## config.mk

```make
export PLATFORM = sky130hd
export DESIGN_NAME = mux_scan_seq
export DESIGN_NICKNAME = d
export VERILOG_FILES = /design/src/rtl/mux_scan_seq_pkg.sv /design/src/rtl/mux_scan_seq_dwell_cnt.sv /design/src/rtl/mux_scan_seq.sv
export SDC_FILE = /design/constraint.sdc
export NUM_CORES = 1
export LEC_CHECK = 0
export CORE_ASPECT_RATIO = 2
export CORE_MARGIN = 1
export CORE_UTILIZATION = 35
export CTS_CLUSTER_SIZE = 12
export DETAILED_ROUTE_END_ITERATION = 16
export GPL_TIMING_DRIVEN = 0
export PLACE_DENSITY = 0.56
export SLEW_MARGIN = 10
export SYNTH_ARGS = -nofsm -noshare
export SYNTH_HDL_FRONTEND = slang
export SYNTH_HIERARCHICAL = 1
export SYNTH_SLANG_ARGS = --single-unit
export TNS_END_PERCENT = 1
```

## constraint.sdc

```tcl
create_clock -name clk -period 2.52 [get_ports clk]
set_input_delay 0.63 -clock clk [delete_from_list [all_inputs] [get_ports clk]]
set_output_delay 0.63 -clock clk [all_outputs]
set_load 0.02 [all_outputs]
```

## src/rtl/mux_scan_seq_pkg.sv

```systemverilog
// Shared widths and state encoding for the 16:1 mux scan sequencer.
package mux_scan_seq_pkg;

  localparam int unsigned NCH   = 16;  // channels per frame
  localparam int unsigned SEL_W = 4;   // mux select / channel index width
  localparam int unsigned CNT_W = 4;   // dwell counter width

  typedef enum logic [1:0] {
    ST_IDLE   = 2'd0,
    ST_SETTLE = 2'd1,
    ST_SAMPLE = 2'd2,
    ST_DONE   = 2'd3
  } state_e;

endpackage : mux_scan_seq_pkg

```

## src/rtl/mux_scan_seq_dwell_cnt.sv

```systemverilog
// Dwell counter: clear/enable 4-bit counter with a terminal flag at DWELL-1.
// Ports:
//   clk, rst_n : clock, async active-low reset
//   clr_i      : synchronous clear (priority over en_i)
//   en_i       : increment
//   tc_o_c     : combinational terminal flag, high while count == DWELL-1
module mux_scan_seq_dwell_cnt
  import mux_scan_seq_pkg::*;
#(
  parameter int unsigned DWELL = 2
) (
  input  logic clk,
  input  logic rst_n,
  input  logic clr_i,
  input  logic en_i,
  output logic tc_o_c
);

  logic [CNT_W-1:0] cnt_q, cnt_d;

  // Next count
  always_comb begin
    cnt_d = cnt_q;
    if (clr_i) begin
      cnt_d = '0;
    end else if (en_i) begin
      cnt_d = cnt_q + CNT_W'(1);
    end
  end

  // Count register
  always_ff @(posedge clk or negedge rst_n) begin
    if (!rst_n) begin
      cnt_q <= '0;
    end else begin
      cnt_q <= cnt_d;
    end
  end

  assign tc_o_c = (cnt_q == CNT_W'(DWELL - 1));

endmodule : mux_scan_seq_dwell_cnt

```

## src/rtl/mux_scan_seq.sv

```systemverilog
// Scan sequencer for a 16:1 bit mux: steps the select, waits DWELL settle
// cycles per channel, samples the mux output and assembles a 16-bit frame
// offered to a consumer through a valid/ack handshake.
// Ports:
//   clk, rst_n : clock, async active-low reset
//   start      : begin a frame (honoured only when idle)
//   cont       : continuous mode, checked at frame completion
//   mask       : 1 = skip channel; captured at frame start
//   x          : bit returned by the mux for the current select
//   s          : mux select (current channel)
//   busy       : high whenever not idle
//   data       : last completed frame, bit k = channel k
//   valid      : data holds an unacknowledged frame
//   ack        : consumer accepts data while valid is high
//   overrun    : sticky, a frame landed on unacknowledged data
module mux_scan_seq
  import mux_scan_seq_pkg::*;
#(
  parameter int unsigned DWELL = 2
) (
  input  logic             clk,
  input  logic             rst_n,
  input  logic             start,
  input  logic             cont,
  input  logic [NCH-1:0]   mask,
  input  logic             x,
  output logic [SEL_W-1:0] s,
  output logic             busy,
  output logic [NCH-1:0]   data,
  output logic             valid,
  input  logic             ack,
  output logic             overrun
);

  state_e             state_q, state_d;
  logic [SEL_W-1:0]   ch_q, ch_d;
  logic [NCH-1:0]     mask_q, mask_d;
  logic [NCH-1:0]     shadow_q, shadow_d;
  logic               busy_q, busy_d;
  logic [NCH-1:0]     data_q, data_d;
  logic               valid_q, valid_d;
  logic               overrun_q, overrun_d;

  logic               dcnt_clr, dcnt_en, dcnt_tc;
  logic               ch_masked, ch_last;

  assign ch_masked = mask_q[ch_q];
  assign ch_last   = (ch_q == SEL_W'(NCH - 1));

  mux_scan_seq_dwell_cnt #(
    .DWELL (DWELL)
  ) u_dwell_cnt (
    .clk    (clk),
    .rst_n  (rst_n),
    .clr_i  (dcnt_clr),
    .en_i   (dcnt_en),
    .tc_o_c (dcnt_tc)
  );

  // State register
  always_ff @(posedge clk or negedge rst_n) begin
    if (!rst_n) begin
      state_q <= ST_IDLE;
    end else begin
      state_q <= state_d;
    end
  end

  // Next-state logic
  always_comb begin
    state_d = state_q;
    unique case (state_q)
      ST_IDLE: begin
        if (start) state_d = ST_SETTLE;
      end
      ST_SETTLE: begin
        // Masked channels skip dwell and sample, advancing in one cycle
        if (ch_masked) begin
          state_d = ch_last ? ST_DONE : ST_SETTLE;
        end else if (dcnt_tc) begin
          state_d = ST_SAMPLE;
        end
      end
      ST_SAMPLE: begin
        state_d = ch_last ? ST_DONE : ST_SETTLE;
      end
      ST_DONE: begin
        state_d = cont ? ST_SETTLE : ST_IDLE;
      end
      default: state_d = ST_IDLE;
    endcase
  end

  // Output / datapath next values
  always_comb begin
    ch_d      = ch_q;
    mask_d    = mask_q;
    shadow_d  = shadow_q;
    data_d    = data_q;
    valid_d   = valid_q;
    overrun_d = overrun_q;
    busy_d    = (state_d != ST_IDLE);
    dcnt_en   = 1'b0;
    dcnt_clr  = 1'b1;

    unique case (state_q)
      ST_IDLE: begin
        if (start) begin
          mask_d   = mask;
          shadow_d = '0;
          ch_d     = '0;
        end
      end
      ST_SETTLE: begin
        if (ch_masked) begin
          shadow_d[ch_q] = 1'b0;
          if (!ch_last) ch_d = ch_q + SEL_W'(1);
        end else if (!dcnt_tc) begin
          dcnt_en  = 1'b1;
          dcnt_clr = 1'b0;
        end
      end
      ST_SAMPLE: begin
        shadow_d[ch_q] = x;
        if (!ch_last) ch_d = ch_q + SEL_W'(1);
      end
      ST_DONE: begin
        if (cont) begin
          mask_d   = mask;
          shadow_d = '0;
          ch_d     = '0;
        end
      end
      default: ;
    endcase

    // Frame publication has priority over ack; an ack on the same edge
    // consumes the old frame, so no overrun is flagged.
    if (state_q == ST_DONE) begin
      data_d  = shadow_q;
      valid_d = 1'b1;
      if (valid_q && !ack) overrun_d = 1'b1;
    end else if (valid_q && ack) begin
      valid_d = 1'b0;
    end
  end

  // Datapath registers
  always_ff @(posedge clk or negedge rst_n) begin
    if (!rst_n) begin
      ch_q      <= '0;
      mask_q    <= '0;
      shadow_q  <= '0;
      busy_q    <= 1'b0;
      data_q    <= '0;
      valid_q   <= 1'b0;
      overrun_q <= 1'b0;
    end else begin
      ch_q      <= ch_d;
      mask_q    <= mask_d;
      shadow_q  <= shadow_d;
      busy_q    <= busy_d;
      data_q    <= data_d;
      valid_q   <= valid_d;
      overrun_q <= overrun_d;
    end
  end

  // Select only moves on entry to SETTLE, so it mirrors the channel register
  assign s       = ch_q;
  assign busy    = busy_q;
  assign data    = data_q;
  assign valid   = valid_q;
  assign overrun = overrun_q;

endmodule : mux_scan_seq

```

==> results.py, run 1 <==
metrics = {
    "place": {
        "place_congestion": 0.867,
        "io_buffers": 44,
        "dp.cells": 415,
        "hpwl_um": 5260,
    },
    "power": {
        "clkPwrFrac_pct": 25.0,
        "p_leak_nw": 1.68,
        "sw_frac_of_total_pct": 38.0,
        "p_seq_share_pct": 29.9,
        "p_sw_mw": 1.72,
        "ir_drop_mv": 0.704,
        "combPwrFrac_pct": 45.1,
        "power_per_cell_area_nw_per_um2": 1150,
        "p_int_mw": 2.80,
    },
    "drt": {
        "ant_nets": 0,
        "detail_route.vias_per_cell": 5.53,
        "dr.pass1.iters": 4,
        "vias": 2377,
        "drc_errors": 0,
        "wl_per_cell_um": 16.6,
        "wl_um": 7160,
        "drtIter0Drc": 124,
    },
    "final_layout": {
        "nFillCells": 828,
        "final_common_cell": "dfrtp_1",
        "nets": 359,
        "drive_gt1_share_pct": 19.7,
        "antenna_cells": 0,
        "instances_no_fill": 430,
        "area_growth_pct": 27.6,
        "final_cell_mix": "61 x dfrtp_1, 43 x clkdlybuf4s50_1, 32 x mux2_2, 17 x a31oi_1, 17 x o41ai_1",
    },
    "global_route": {
        "antenna_found_initial": 0,
        "grt_start_max_net_pins": 62,
        "grt_pass1_wl_um": 11800,
        "grt_pass1_vias": 2401,
        "grt_usage_pct": 17.6,
        "overflow": 0,
    },
    "logic_synthesis": {
        "synth_edf_count": 0,
        "syn-cell-area_um2": 3090,
        "netlist_instances": 271,
        "syn_area_per_cell_um2": 11.4,
        "ys_types": 43,
        "synth_flop_cell": "dfrtp_1",
        "ys_seq_area_share_pct": 49.4,
        "async_flop_share_pct": 100,
        "synth_warnings": 6,
        "syn-num-nets": 304,
        "synth-seq-cells": 61,
    },
    "worst_setup_path": {
        "critical_path.max_fanout": 10,
        "cp-start-kind": "flip-flop",
        "critical_path_required_ns": 2.72,
        "crit_arrival_ns": 2.59,
        "end_kind": "flip-flop",
        "crit_type": "reg -> reg",
    },
    "timing": {
        "fmax_mhz": 419,
        "slew_violations": 0,
        "hold_ws_ns": 0.370,
        "period_minus_slack_ns": 2.38,
        "relSlewSlack_pct": 47.9,
        "hold_viol_final": 0,
        "rsz0062_at_grt": "yes",
        "skew_ns": 0.00567,
        "worst_pin_slew_ns": 0.781,
        "setup_viol": 0,
        "period_share_pct": 94.6,
    },
    "clock_tree": {
        "clockRootBuffer": "clkbuf_16",
        "h-tree-depth": 3,
        "clkTransAtPathRegs_ns": 0.05,
        "cts_tree": "yes",
        "cts.sinks": 61,
        "postCtsHoldBufs": 0,
        "clockBufferDepth": 2,
        "cts_inserted_buffers": 9,
        "worstSkewPairLatency_ns": 0.32,
        "post-cts-setup-buffers": 0,
        "post_cts_resized": 1,
    },
    "job": {
        "maxCapViolCount": 0,
    },
    "die": {
        "die_w_um": 68.4,
        "coreArea_um2": 8590,
        "row_count": 48,
        "die_h_um": 135,
        "initial_core_util_pct": 36.0,
        "ios": 45,
        "die_area_um2": 9230,
    },
    "status": {
        "outcome": "finished, final reports clean",
    },
    "hold_path": {
        "hold_class": "in -> async",
    },
}
-- routing by layer --
layer  track usage [%]  share of wire [%]  vias to the layer above
li1                  -                  -                     1131
met1              20.4                 39                     1165
met2              28.5                 54                       62
met3              3.29                4.1                       19
met4              11.2                3.4                        0
met5                 0                  0                        -
-- power groups by stage --
| stage | logic [mW] | clock network, mW | registers (mW) |
|---|---|---|---|
| 5_1_grt | 2.22 | 1.20 | 1.39 |
| 4_1_cts | 2.03 | 1.16 | 1.35 |
| 2_1_floorplan | 1.42 | 0 | 1.39 |
| 6_report | 2.04 | 1.13 | 1.35 |
| 3_3_place_gp | 1.98 | 0 | 1.36 |
| 3_5_place_dp | 2.01 | 0 | 1.37 |
-- through the flow --
step	worst slack (ns)	util, %	TNS (ns)	instance area, µm²	power [mW]
final	0.136	45.9	0	3940	4.51
after global routing	-0.0162	45.9	-0.0162	3940	4.80
after global placement	-1.15	42.6	-73.87	3650	3.34
after detailed placement	-0.398	42.5	-4.41	3650	3.38
after floorplan	0.334	-	0	3090	2.81
after CTS	0.0984	45.8	0	3930	4.54
-- logic make-up (layout without fill, tap and decap cells) --
logic type | Yosys count | count (layout) | synth area share (%)
compound gates | 79 | 79 | 18.7
xor+xnor | 1 | 1 | 0.284
fa+ha+maj | 11 | 11 | 4.46
buf+inv | 24 | 83 | 3.28
flops | 61 | 61 | 49.4
mux | 41 | 41 | 14.7
simple gates | 54 | 54 | 9.15
-- Yosys cell counts (3+ instances only) --
master	number	area share (%)
o21ai_0	13	2.1
a31oi_1	17	3.4
nand2_1	15	1.8
nor2b_1	4	0.81
a21oi_1	4	0.65
o41ai_1	17	4.8
a22oi_2	4	1.6
nand2b_1	3	0.61
clkbuf_1	12	1.5
dfrtp_1	61	49
buf_2	3	0.49
mux2i_1	8	2.6
o21ai_1	6	0.97
inv_1	8	0.97
nand4_1	7	1.4
a21bo_2	3	0.97
nand3_1	4	0.65
and2_1	3	0.61
ha_1	11	4.5
mux2_2	32	12
nor2_1	9	1.1
-- state kept, by name (all words and copies together) (netlist names) --
signal and flops:
busy 1, data 16, mask_q 16, overrun 1
s 4, shadow_q 16, state_q 2, u_dwell_cnt/cnt_q 4
valid 1
-- layout make-up --
class                   count  area [µm²]  share of cell area, %
inverters                   8        30.0                  0.762
multi-input cells         186        1470                   37.3
clock buffers              14         274                   6.95
repair buffers             44         438                   11.1
flip-flops and latches     61        1530                   38.7
well taps                 100         125                   3.17
clock inverters             1        5.00                  0.127
plain buffers              16        73.8                   1.87
-- worst max-delay path, stage by stage, from the launching register on --
cell and delay, ns:
dfrtp_1 0.49, buf_6 0.21, mux2i_1 0.24, a22oi_2 0.13
a21oi_2 0.26, or2_1 0.21, and2_1 0.25, nand4_1 0.16
mux2_4 0.32
-- final timing paths --
path                       slack [ns]     from              endpoint  cells after the start
max reg2reg                      0.14     s[1]  u_dwell_cnt/cnt_q[3]                      8
min                              0.37    rst_n              data[10]                      1
max                              0.14     s[1]  u_dwell_cnt/cnt_q[3]                      8
min reg2reg                      0.46  overrun               overrun                      1
min in group clk                 0.46  overrun               overrun                      1
max in group asynchronous        1.61    rst_n           shadow_q[7]                      1
(Power assumes the default switching activity.)
==> run 2, diff against run 1 <==
--- a/config.mk
+++ b/config.mk
@@ -7,11 +7,11 @@
 export LEC_CHECK = 0
 export CORE_ASPECT_RATIO = 2
 export CORE_MARGIN = 1
-export CORE_UTILIZATION = 35
+export CORE_UTILIZATION = 50
 export CTS_CLUSTER_SIZE = 12
 export DETAILED_ROUTE_END_ITERATION = 16
 export GPL_TIMING_DRIVEN = 0
-export PLACE_DENSITY = 0.56
+export PLACE_DENSITY = 0.75
 export SLEW_MARGIN = 10
 export SYNTH_ARGS = -nofsm -noshare
 export SYNTH_HDL_FRONTEND = slang
==> results.py, run 2 (same netlist as run 1, synthesis figures left out) <==
metrics = {
    "drt": {
        "wl_per_cell_um": 17.3,
        "drc_errors": 2,
        "met1_length_um": 2640,
        "routed.top_layer": "met4",
        "detail_route.vias_per_cell": 6.01,
        "dr.pass1.iters": 10,
        "met3_length_um": 253,
        "vias": 2367,
        "wl_met2_um": 3640,
        "ant_nets": 0,
        "wl_um": 6800,
        "drtIter0Drc": 111,
    },
    "worst_setup_path": {
        "crit_path_max_incr_delay_ns": 0.42,
        "end_kind": "flip-flop",
        "crit_type": "reg -> reg",
        "critical_path_required_ns": 2.72,
        "slowest_stage": "dfrtp_1",
        "crit_arrival_ns": 2.55,
        "crit_path_cell_trace": "inv_1 -> ha_1 -> clkbuf_1 -> o21ai_1 -> clkbuf_1 -> a31oi_1 -> o41ai_1 -> o21ai_1",
        "critical_path.max_fanout": 10,
        "cp-start-kind": "flip-flop",
    },
    "clock_tree": {
        "post-cts-setup-buffers": 0,
        "postCtsHoldBufs": 0,
        "post_cts_resized": 1,
        "h-tree-depth": 3,
        "worstSkewPairLatency_ns": 0.33,
        "clockRootBuffer": "clkbuf_16",
        "cts_inserted_buffers": 9,
        "clkTransAtPathRegs_ns": 0.05,
        "clockBufferDepth": 2,
        "cts_tree": "yes",
        "cts.sinks": 61,
    },
    "global_route": {
        "grt_pass1_wl_um": 11600,
        "grt_pass1_vias": 2483,
        "grt_start_max_net_pins": 62,
        "grt_usage_pct": 24.0,
        "antenna_found_initial": 0,
        "overflow": 0,
    },
    "final_layout": {
        "antenna_cells": 0,
        "nFillCells": 481,
        "instances_no_fill": 394,
        "area_growth_pct": 26.5,
        "final_cell_mix": "60 x dfrtp_1, 43 x clkdlybuf4s50_1, 32 x mux2_2, 17 x a31oi_1, 17 x o41ai_1",
        "nets": 359,
        "final_common_cell": "dfrtp_1",
        "drive_gt1_share_pct": 20.2,
    },
    "place": {
        "hpwl_um": 4940,
        "place_congestion": 0.887,
        "io_buffers": 44,
        "dp.cells": 378,
    },
    "die": {
        "initial_core_util_pct": 51.4,
        "coreArea_um2": 6010,
        "die_w_um": 57.6,
        "ios": 45,
        "row_count": 40,
        "die_h_um": 113,
        "die_area_um2": 6520,
    },
    "timing": {
        "rsz0062_at_grt": "no",
        "fmax_mhz": 425,
        "period_share_pct": 93.3,
        "period_minus_slack_ns": 2.35,
        "setup_viol": 0,
        "relSlewSlack_pct": 50.2,
        "slew_violations": 0,
        "fin_tns_setup_ns": 0,
        "hold_viol_final": 0,
        "worst_pin_slew_ns": 0.747,
        "skew_ns": 0.00455,
    },
    "hold_path": {
        "hold_class": "in -> async",
    },
    "power": {
        "p_leak_nw": 1.69,
        "power_per_cell_area_nw_per_um2": 1170,
        "ir_drop_mv": 0.658,
    },
    "job": {
        "maxCapViolCount": 0,
    },
    "status": {
        "outcome": "finished, violations left",
        "violations": "DRC",
    },
}
run 2: cell types whose count changed in the layout (fill, tap and decap cells not counted):
cell | before | now
dfrtp_1 | 61 | 60
dfrtp_2 | 0 | 1
clkinv_2 | 1 | 4
clkbuf_8 | 3 | 1
clkbuf_2 | 2 | 1
bufinv_16 | 0 | 1
run 2: critical path: cells and delay by family, from the launching register on:
kind,cells,cell delay [ns]
AO/OA/AOI/OAI,4,0.81
adder cells (fa/ha/maj),1,0.29
buffers and inverters,3,0.69
flip-flops,1,0.42
run 2: power by group:
group          total (mW)  internal, mW  switching (mW)
sequential           1.35          1.20           0.145
combinational        2.02         0.852            1.17
clock                1.19         0.783           0.411
run 2: cell type report:
type	instances	area (µm²)	share of cell area, %
Clock inverter	5	50.0	1.28
Tap cell	63	78.8	2.02
Clock buffer	11	243	6.21
Timing Repair Buffer	44	438	11.2
Inverter	8	30.0	0.768
Buffer	16	72.6	1.86
Multi-Input combinational cell	186	1470	37.6
Sequential cell	61	1530	39.1
run 2: path summary, 6_finish.rpt:
path	slack, ns	cells past startpoint	start	endpoint
worst max-delay path	0.17	8	state_q[0]	shadow_q[12]
worst min-delay path	0.37	1	rst_n	data[9]
worst max register to register	0.17	8	state_q[0]	shadow_q[12]
worst min register to register	0.48	1	overrun	overrun
max in group asynchronous	1.62	1	rst_n	s[1]
min in group clk	0.48	1	overrun	overrun
run 2: metrics by stage:
stage	instance area, µm²	hold WS [ns]	power, mW	setup WS [ns]	util [%]
floorplan	3090	0.334	2.81	0.334	-
detailed placement	3610	0.465	3.35	-0.384	60.0
finish	3910	0.368	4.56	0.168	65.1
global placement	3610	0.453	3.30	-1.03	60.1
CTS	3900	0.395	4.57	0.119	65.0
global route	3910	0.429	4.86	0.00204	65.1
run 2: routing by layer:
layer  vias up  track usage [%]
met1      1154             26.1
li1       1133                -
met4         0             15.4
met2        61             39.8
met3        19             6.86
met5         -                0
